File: src/rtl/calc_seq_alu.sv
// calc_seq_alu: serial-input calculator. Operand A, an opcode beat and
// (for binary ops) operand B arrive one after another on data_in. The
// result is held on a registered output behind a valid/ready handshake.
// Chain mode feeds the previous result back in as the next operand A.
module calc_seq_alu #(
  parameter int W   = 8,
  parameter bit SAT = 1'b0
) (
  input  logic         clk,
  input  logic         rst,
  input  logic         in_valid,
  output logic         in_ready,
  input  logic [W-1:0] data_in,
  output logic         out_valid,
  input  logic         out_ready,
  output logic [W-1:0] result,
  output logic         ovf,
  output logic         err
);

  localparam int SHW = $clog2(W);

  typedef enum logic [1:0] {
    GET_A  = 2'd0,
    GET_OP = 2'd1,
    GET_B  = 2'd2,
    RES    = 2'd3
  } state_t;

  typedef enum logic [3:0] {
    OP_ADD = 4'd0,
    OP_SUB = 4'd1,
    OP_MUL = 4'd2,
    OP_SQR = 4'd3,
    OP_AND = 4'd4,
    OP_OR  = 4'd5,
    OP_XOR = 4'd6,
    OP_SHL = 4'd7,
    OP_SHR = 4'd8
  } opcode_t;

  state_t       state;
  logic [W-1:0] a;
  logic [W-1:0] b;
  logic [3:0]   op;
  logic         chain_req;

  logic         beat;
  logic [3:0]   calc_op;
  logic [W-1:0] calc_b;
  logic [2*W-1:0] wide;
  logic [W-1:0] calc_res;
  logic         calc_ovf;
  logic         calc_err;
  logic         op_is_unary;

  assign in_ready = (state != RES);
  assign beat     = in_valid && in_ready;

  // Square and illegal opcodes need no B beat; they complete on the opcode beat.
  assign op_is_unary = (data_in[3:0] == OP_SQR) || (data_in[3:0] > OP_SHR);

  // Operation evaluated on the edge that completes it: on the opcode beat the
  // opcode comes straight from the bus, on the B beat the operand does.
  always_comb begin
    calc_op  = (state == GET_OP) ? data_in[3:0] : op;
    calc_b   = (state == GET_OP) ? a : data_in;
    wide     = '0;
    calc_ovf = 1'b0;
    calc_err = 1'b0;
    case (calc_op)
      OP_ADD: begin
        wide     = {{W{1'b0}}, a} + {{W{1'b0}}, calc_b};
        calc_ovf = |wide[2*W-1:W];
      end
      OP_SUB: begin
        wide     = {{W{1'b0}}, a} - {{W{1'b0}}, calc_b};
        calc_ovf = (a < calc_b);
      end
      OP_MUL: begin
        wide     = {{W{1'b0}}, a} * {{W{1'b0}}, calc_b};
        calc_ovf = |wide[2*W-1:W];
      end
      OP_SQR: begin
        wide     = {{W{1'b0}}, a} * {{W{1'b0}}, a};
        calc_ovf = |wide[2*W-1:W];
      end
      OP_AND:  wide = {{W{1'b0}}, a & calc_b};
      OP_OR:   wide = {{W{1'b0}}, a | calc_b};
      OP_XOR:  wide = {{W{1'b0}}, a ^ calc_b};
      OP_SHL:  wide = {{W{1'b0}}, a << calc_b[SHW-1:0]};
      OP_SHR:  wide = {{W{1'b0}}, a >> calc_b[SHW-1:0]};
      default: calc_err = 1'b1;
    endcase

    calc_res = wide[W-1:0];
    if (SAT && calc_ovf) begin
      calc_res = (calc_op == OP_SUB) ? '0 : '1;
    end
  end

  // Sequencer: collects beats, registers the result and runs the output handshake.
  always_ff @(posedge clk) begin
    if (rst) begin
      state     <= GET_A;
      a         <= '0;
      b         <= '0;
      op        <= '0;
      chain_req <= 1'b0;
      result    <= '0;
      out_valid <= 1'b0;
      ovf       <= 1'b0;
      err       <= 1'b0;
    end else begin
      // NOTE: non-blocking assignments so every register samples pre-edge values,
      // e.g. chaining reads the old result while the handshake retires it.
      case (state)
        GET_A: begin
          if (beat) begin
            a     <= data_in;
            state <= GET_OP;
          end
        end
        GET_OP: begin
          if (beat) begin
            op        <= data_in[3:0];
            chain_req <= data_in[4];
            if (op_is_unary) begin
              result    <= calc_res;
              ovf       <= calc_ovf;
              err       <= calc_err;
              out_valid <= 1'b1;
              state     <= RES;
            end else begin
              state <= GET_B;
            end
          end
        end
        GET_B: begin
          if (beat) begin
            b         <= data_in;
            result    <= calc_res;
            ovf       <= calc_ovf;
            err       <= calc_err;
            out_valid <= 1'b1;
            state     <= RES;
          end
        end
        RES: begin
          if (out_ready) begin
            out_valid <= 1'b0;
            if (chain_req) begin
              a     <= result;
              state <= GET_OP;
            end else begin
              state <= GET_A;
            end
          end
        end
        default: state <= GET_A;
      endcase
    end
  end

endmodule

File: config.mk
export PLATFORM = sky130hd
export DESIGN_NAME = calc_seq_alu
export DESIGN_NICKNAME = d
export VERILOG_FILES = /design/src/rtl/calc_seq_alu.sv
export SDC_FILE = /design/constraint.sdc
export NUM_CORES = 1
export LEC_CHECK = 0
export ABC_AREA = 1
export CORE_MARGIN = 2
export CORE_UTILIZATION = 65
export CTS_CLUSTER_DIAMETER = 120
export DETAILED_ROUTE_END_ITERATION = 16
export HOLD_SLACK_MARGIN = 0.05
export PLACE_DENSITY = 0.84
export SYNTH_ARGS = -nofsm -noshare
export SYNTH_HDL_FRONTEND = slang
export SYNTH_SLANG_ARGS = --single-unit
File: constraint.sdc
create_clock -name clk -period 10.6 [get_ports clk]
set_input_delay 1.06 -clock clk [delete_from_list [all_inputs] [get_ports clk]]
set_output_delay 1.06 -clock clk [all_outputs]
set_load 0.03 [all_outputs]
==> impl_metrics.toml <==
[run_status]
run_status = "finished, final reports clean"

[placed_design]
hpwl_um = 16500
numPortBuffers = 23
place_area_sq_um = 7460
gp_congestion = 1.08

[routing]
top_layer = "met4"
ant_nets = 0
dr_wl_met3_um = 2160
drc = 0
via_count = 7233
wl_per_cell_um = 16.2
drt_first_pass_iters = 8
met1_length_um = 8590
wl_um = 20300
avgViaCountPerCell = 5.76
route.met2.wl_um = 8850
drt_iter0_drc = 849

[timing]
relSlewSlack = 0.328
finClkSkew_ns = 0.00433
rsz0062_at_grt = "no"
finalHoldViolCount = 0
tns_ns = 0
max_freq_mhz = 168
tightestPinTransition_ns = 1.01
period_minus_slack_ns = 5.95
finalSetupViolations = 0
timing.final.crit_share = 0.561
slew_violations = 0

[pwr]
seq_power_share = 0.101
pwr-share-clk = 0.043
pwr-share-comb = 0.857
p_sw_uw = 1270
switching_share = 0.621
p_leak_uw = 0.00414
peakVddDrop_v = 0.000202
p_per_area_nw_per_um2 = 271
internal_power_uw = 773

[floorplan]
start_util = 0.665
row_count = 38
coreArea_sq_um = 10800
die_h_um = 109
dieArea_sq_um = 11900
fp.dieW_um = 109
io_pins = 24

[clock_network]
postCtsSetupBuffers = 0
cts.sinks = 26
cts-htree-levels = 1
path_clk_slew_ns = 0.10
postCtsHoldBufs = 0
cts_buffer_depth = 2
clk_latency_ns = 0.28
clockRootBuffer = "clkbuf_8"
cts_tree = "done"
cts_buffers = 3
post_cts_resized = 0

[grt]
grt.overflow.total = 0
grt_pass1_wl_um = 33000
grt_pass1_vias = 6707
antenna_found_initial = 1
grt_max_degree = 29
track_usage = 0.354

[synthesis]
ys_types = 47
synth_area_per_cell_sq_um = 6.46
async_flop_share = 0
synth_ff_type = "dfxtp_1"
seq_area_frac_synth = 0.0725
synth_area_sq_um = 7170
synth_edf_count = 0
syn_inst = 1111
ys_warn_count = 0
ys_seq_elements = 26
synthesis.nets = 1281

[min_path]
worstHoldPathType = "flip-flop to flip-flop"
whs_path_depth = 2

[cells_and_area]
drive_gt1_frac = 0.0449
layout_common_cells = "nand2_1 (290), inv_1 (226), ha_1 (94)"
fin_area_sq_um = 7530
mostFrequentLayoutCell = "nand2_1"
area_delta_synth_final_pct = 5.01
nets = 1285

[run]
cap_violations = 0

[worst_setup_path]
start_kind = "input port"
cp-end-kind = "flip-flop"
cp.required_ns = 10.75
rr_worst_depth = 28
cp_max_fo = 7
worstPathArrival_ns = 6.10
worstSetupPathType = "input port to flip-flop"
-- worst max-delay path, cell delays in order --
cell,delay (ns)
clkdlybuf4s50_1,0.53
inv_1,0.08
o21ai_0,0.48
inv_1,0.29
nor2_1,0.20
fa_1,0.41
inv_1,0.08
fa_1,0.44
fa_1,0.52
fa_1,0.55
inv_1,0.04
ha_1,0.34
nand2_1,0.10
nor2_1,0.17
nand3_1,0.12
nand4_1,0.10
nand2_1,0.06
nor2_1,0.12
nand3_1,0.11
nand2_1,0.08
nand3_1,0.07
nand2_1,0.07
a21oi_1,0.08
-- routing by layer --
metal | vias up | GRT usage
met4 | 0 | 0.110
li1 | 3481 | -
met3 | 57 | 0.0562
met5 | - | 0
met2 | 425 | 0.559
met1 | 3270 | 0.496
-- registers in the layout (all words and copies together) (netlist names) --
| signal | count |
|---|---|
| a | 8 |
| out_valid | 1 |
| op | 4 |
| state | 2 |
| err | 1 |
| chain_req | 1 |
| ovf | 1 |
| result | 8 |
-- synthesized netlist by cell type (3+ instances only) --
cell type	instances	area share
a21oi_1	52	0.036
a31oi_1	14	0.012
buf_2	5	0.0035
clkbuf_1	18	0.0094
clkinv_1	3	0.0016
dfxtp_1	26	0.073
fa_1	64	0.18
ha_1	94	0.16
inv_1	226	0.12
inv_2	11	0.0058
nand2_1	290	0.15
nand2_2	7	0.0061
nand2_4	3	0.0047
nand3_1	61	0.043
nand3b_1	5	0.0052
nand4_1	13	0.011
nor2_1	88	0.046
nor2_4	7	0.011
nor3_1	10	0.0070
o211ai_1	5	0.0052
o21ai_0	52	0.036
o21ai_1	9	0.0063
o21ai_4	5	0.011
o21bai_1	3	0.0031
o221ai_1	3	0.0037
o22ai_1	5	0.0044
or2_2	3	0.0026
xnor2_1	5	0.0061
-- power groups by stage --
stage          logic (uW)  registers, uW  clock network, uW
6_report             1750            205               87.1
5_1_grt              1980            207               88.5
4_1_cts              1720            200               86.2
3_5_place_dp         1700            202                  0
3_3_place_gp         1680            202                  0
2_1_floorplan        1320            171                  0
-- final timing paths --
check	from	endpoint	slack [ns]
setup / recovery	data_in[3]	ovf	4.65
hold / removal	chain_req	chain_req	0.50
setup reg to reg	state[1]	ovf	5.02
hold reg to reg	chain_req	chain_req	0.50
-- logic make-up after synthesis --
family,synth area share
AO/OA/AOI/OAI,0.132
XOR/XNOR,0.00855
adder cells (fa/ha/maj),0.343
buffers and inverters,0.144
flip-flops,0.0725
AND/OR/NAND/NOR,0.300
-- final cells by class --
| cell class | instances | area [sq um] |
|---|---|---|
| multi-input combinational | 819 | 5620 |
| timing repair buffer | 25 | 245 |
| clock buffer | 3 | 41.3 |
| antenna | 1 | 2.50 |
| sequential | 26 | 520 |
| clock inverter | 1 | 30.0 |
| fill | 952 | 3260 |
| tap | 140 | 175 |
| inverter | 240 | 901 |
-- through the flow --
stage / setup slack (ns) / power (uW) / utilization / cells / hold slack [ns]
after floorplan: 5.52 / 1490 / - / 1111 / 0.439
after global placement: 4.58 / 1880 / 0.691 / 1250 / 0.463
after detailed placement: 4.42 / 1910 / 0.691 / 1250 / 0.467
after CTS: 4.70 / 2010 / 0.698 / 1254 / 0.491
after global routing: 4.26 / 2270 / 0.698 / 1254 / 0.521
final: 4.65 / 2040 / 0.698 / 1255 / 0.499
(Power assumes the default switching activity.)
==> edit 1 (same flow settings) <==
The parameter `SAT` goes from 1'b0 to 1'b1.
--- a/src/rtl/calc_seq_alu.sv
+++ b/src/rtl/calc_seq_alu.sv
@@ -4,7 +4,7 @@
 // Chain mode feeds the previous result back in as the next operand A.
 module calc_seq_alu #(
   parameter int W   = 8,
-  parameter bit SAT = 1'b0
+  parameter bit SAT = 1'b1
 ) (
   input  logic         clk,
   input  logic         rst,
Formal check against the unedited RTL: not equivalent (a bounded check fails within 4 cycles, from zero or initial values and one cycle with rst high).
==> edit 1 against the unedited design <==
- via count rose by 3.7%
- worst hold slack got worse by 0.053 ns
- worst setup slack got worse by 0.76 ns
- global-route usage fell by 1.0 points
- synthesized area rose by 2.1%
- routed wire length rose by 0.16%
- cell area rose by 2.8%
- count of clock-buffer cells in the layout did not move
- synthesized cell count rose by 6.9%
- sequential cell count did not move
- highest routed layer unchanged
Power is left out: the tool's default activity adds up to more than one toggle a clock period on the data nets, which glitch-free logic cannot reach.
==> edit 1: results (changes against the unedited design) <==
The later-pin clock latency in the skew report was 0.26 ns (was 0.28 ns); the total length of routed wires was 20370 microns (was 20340 microns). For the number of standard cells after synthesis, the log shows 1188 (was 1111). Most used standard cells in the synthesized netlist: 345 x nand2_1, 231 x inv_1, 117 x nor2_1 (was 290 x nand2_1, 226 x inv_1, 94 x ha_1).

The flip-flop and latch share of the layout cell area works out to 6.723% (was 6.909%). The flow ran to the end, and the final reports show no timing, DRC or antenna violations. The tools report the worst setup slack for register-to-register paths as 4.40 ns (was 5.02 ns). The terminating pin of the worst hold path is out_valid (was chain_req). The tools report the global-route wire length before repair as 32800 microns (was 32990 microns). The root cell of the clock tree was clkbuf_16 (was clkbuf_8). The total placed cells including tap cells is 1327 (was 1250), and the xor and xnor fraction of the mapped netlist area is 0.9561% (was 0.8546%). The destination of the worst register-to-register timing path is result[7] (was ovf). The tools report the area used by multi-input combinational logic as 5774 sq um (was 5618 sq um).

Worst-case clock skew: 0.005791 ns (was 0.004335 ns). The relative slew slack is 42.21% (was 32.84%). The worst endpoint data arrival time came out at 6.88 ns (was 6.10 ns).

The via count of the first global-routing pass is 6900 (was 6707), and the post-synthesis compound-gate area fraction is 9.186% (was 13.20%). The maximum number of pins on one net before global-route repair is 31 (was 29). The overall global routing resource usage was 34.38% (was 35.39%).

The logs give 0 (was 1) for the number of antenna repair diodes and 70.80% (was 69.80%) for the post-layout utilization of the core. The final hold slack was 0.4463 ns (was 0.4993 ns); the non-clock inverter count in the final layout was 241 (was 240). For the net count reported at finish, the log shows 1364 (was 1285). Ranking of synthesized cells by area: nand2_1 18%, fa_1 17%, ha_1 16% (was fa_1 18%, ha_1 16%, nand2_1 15%). Post-placement cell area: 7637 sq um (was 7460 sq um). The tools report the beginning of the worst hold path as out_valid (was chain_req).
-- edit 1: cell count changes after synthesis, moves of 5 or more --
cell     unedited run  this run
nand4_1            13        23
a21oi_1            52        47
nand3_1            61        91
nand2_1           290       345
nor2_4              7         1
o21ai_4             5         0
a31oi_1            14         9
o21ai_0            52        42
nor3_1             10         3
nor2_1             88       117
inv_2              11         6
inv_1             226       231
-- edit 1: routing by layer --
layer / GRT usage, % / vias up / wire length, microns
met5: 0 / - / 0
met4: 7.411 / 0 / 465
met3: 3.469 / 43 / 1718
met2: 58.63 / 336 / 9459
met1: 47.34 / 3426 / 8725
li1: - / 3699 / -
-- edit 1: how the worst max path moves through the flow --
stage | start | to | slack, ns | depth (start not counted)
after global routing | data_in[2] | result[0] | 3.54 | 29
after detailed placement | data_in[2] | result[7] | 3.74 | 29
after floorplan | data_in[2] | result[0] | 5.04 | 30
after global placement | data_in[2] | result[5] | 3.87 | 29
final | data_in[2] | result[7] | 3.89 | 29
after CTS | data_in[2] | result[7] | 3.96 | 29
==> edit 2 (config.mk and constraints unchanged) <==
Without the edit above. Put one more register stage on the output `ovf`, cleared by the reset. The value now appears one clock later. The other outputs are not delayed to match.
--- a/src/rtl/calc_seq_alu.sv
+++ b/src/rtl/calc_seq_alu.sv
@@ -38,6 +38,8 @@
     OP_SHL = 4'd7,
     OP_SHR = 4'd8
   } opcode_t;
+
+  logic ovf_s0;
 
   state_t       state;
   logic [W-1:0] a;
@@ -109,7 +111,7 @@
       chain_req <= 1'b0;
       result    <= '0;
       out_valid <= 1'b0;
-      ovf       <= 1'b0;
+      ovf_s0    <= 1'b0;
       err       <= 1'b0;
     end else begin
       // NOTE: non-blocking assignments so every register samples pre-edge values,
@@ -127,7 +129,7 @@
             chain_req <= data_in[4];
             if (op_is_unary) begin
               result    <= calc_res;
-              ovf       <= calc_ovf;
+              ovf_s0    <= calc_ovf;
               err       <= calc_err;
               out_valid <= 1'b1;
               state     <= RES;
@@ -140,7 +142,7 @@
           if (beat) begin
             b         <= data_in;
             result    <= calc_res;
-            ovf       <= calc_ovf;
+            ovf_s0    <= calc_ovf;
             err       <= calc_err;
             out_valid <= 1'b1;
             state     <= RES;
@@ -162,5 +164,13 @@
     end
   end
 
+  always_ff @(posedge clk) begin
+    if (rst) begin
+      ovf <= '0;
+    end else begin
+      ovf <= ovf_s0;
+    end
+  end
+
 endmodule
 
Formal check against the unedited RTL: not equivalent (a bounded check fails within 4 cycles, from zero or initial values and one cycle with rst high).
==> edit 2 against the unedited design <==
- maximum frequency increased by 1.6%
- synthesized area down 0.30%
- worst setup slack better by 0.095 ns
- routed wire length grew 0.29%
- total power down 2.4%
- cell area decreased by 0.42%
- clock skew decreased by 0.00062 ns
- non-clock buffer count increased by 1
- sequential cell count is 1 higher
- worst hold slack worse by 0.0016 ns
- critical endpoint is now ovf_s0
- highest routed layer is now met5
==> edit 2: results (changes against the unedited design) <==
Worst reg2reg path depth: 27 (was 28). The maximum vdd drop is 0.0001819 V (was 0.0002017 V), and the maximum number of pins on one net before global-route repair is 31 (was 29). Post-synthesis cell type count: 40 (was 47). The run gives 16620 microns (was 16520 microns) as the post-detailed-placement half-perimeter wirelength.

The average vias per placed instance works out to 5.636 (was 5.763). For the power attributed to the clock group, the log shows 0.0709 mW (was 0.0871 mW). Non-clock inverter count in the final layout: 235 (was 240).

The number of nets in the synthesized netlist was 1310 (was 1281); the fraction of area in clock buffers and inverters was 0.6671% (was 0.9467%). The logs give 1.040 (was 1.082) for the global placement routability congestion and 1140 (was 1111) for the number of standard cells after synthesis. The fill cell instance count of the final layout came out at 981 (was 952). The net switching power came out at 1.242 mW (was 1.267 mW). The later-pin clock latency in the skew report came out at 0.30 ns (was 0.28 ns). For the first-pass detailed-route iteration total, the log shows 7 (was 8).

The total length of routed wires was 20400 microns (was 20340 microns); the worst endpoint data arrival time was 6.06 ns (was 6.10 ns). For the proportion of power drawn by combinational gates, the log shows 86.5% (was 85.7%). The xor and xnor fraction of the mapped netlist area came out at 0.9795% (was 0.8546%). The clock transition at the registers of the reported paths was 0.12 ns (was 0.10 ns). Detailed router's first-iteration violation count: 713 (was 849). The final hold slack is 0.4977 ns (was 0.4993 ns), and the post-synthesis compound-gate area fraction is 10.97% (was 13.20%).

The synthesis-to-layout area growth was 4.880% (was 5.005%); the worst-case clock skew was 0.003715 ns (was 0.004335 ns). Area taken by flip-flops and latches: 540.5 sq um (was 520.5 sq um). The run finished with clean final reports.

Worst setup slack for register-to-register paths: 5.16 ns (was 5.02 ns). The number of antenna violations at the first check in global routing came out at 0 (was 1). The area used by multi-input combinational logic was 5602 sq um (was 5618 sq um). Most used standard cells in the synthesized netlist: 327 x nand2_1, 224 x inv_1, 103 x nor2_1 (was 290 x nand2_1, 226 x inv_1, 94 x ha_1). Worst-case setup slack after placement: 4.411 ns (was 4.417 ns). The via count of the first global-routing pass was 7135 (was 6707); the sequential element share of the synthesized area was 7.556% (was 7.255%). The destination of the worst register-to-register timing path is ovf_s0 (was ovf). The leakage power total is 4.202 nW (was 4.140 nW), and the global-route wire length before repair is 33860 microns (was 32990 microns).

Fraction of area in non-clock buffers: 3.369% (was 3.255%).
[edit 2: cell count changes after synthesis, sizes merged, moves of 5 or more]
| cell | delta |
|---|---|
| nor3 | -5 |
| inv | -7 |
| o21ai | -8 |
| nor2 | +12 |
| a21oi | -6 |
| nand2 | +37 |
| nand3 | +8 |
[edit 2: metal layers]
layer	vias up	track usage, %	share of wire, %
met1	3251	45.67	41
met4	2	15.11	4.1
met5	-	3.571	0.25
met2	368	61.40	46
met3	71	5.858	9.3
li1	3544	-	-
[edit 2: how the worst max path moves through the flow]
stage / start / to / slack [ns] / depth (start not counted)
after floorplan: data_in[2] / ovf_s0 / 5.54 / 26
after global placement: data_in[2] / ovf_s0 / 4.61 / 26
after detailed placement: data_in[3] / ovf_s0 / 4.41 / 26
after CTS: data_in[3] / ovf_s0 / 4.76 / 26
after global routing: data_in[3] / ovf_s0 / 4.26 / 26
final: data_in[3] / ovf_s0 / 4.75 / 26
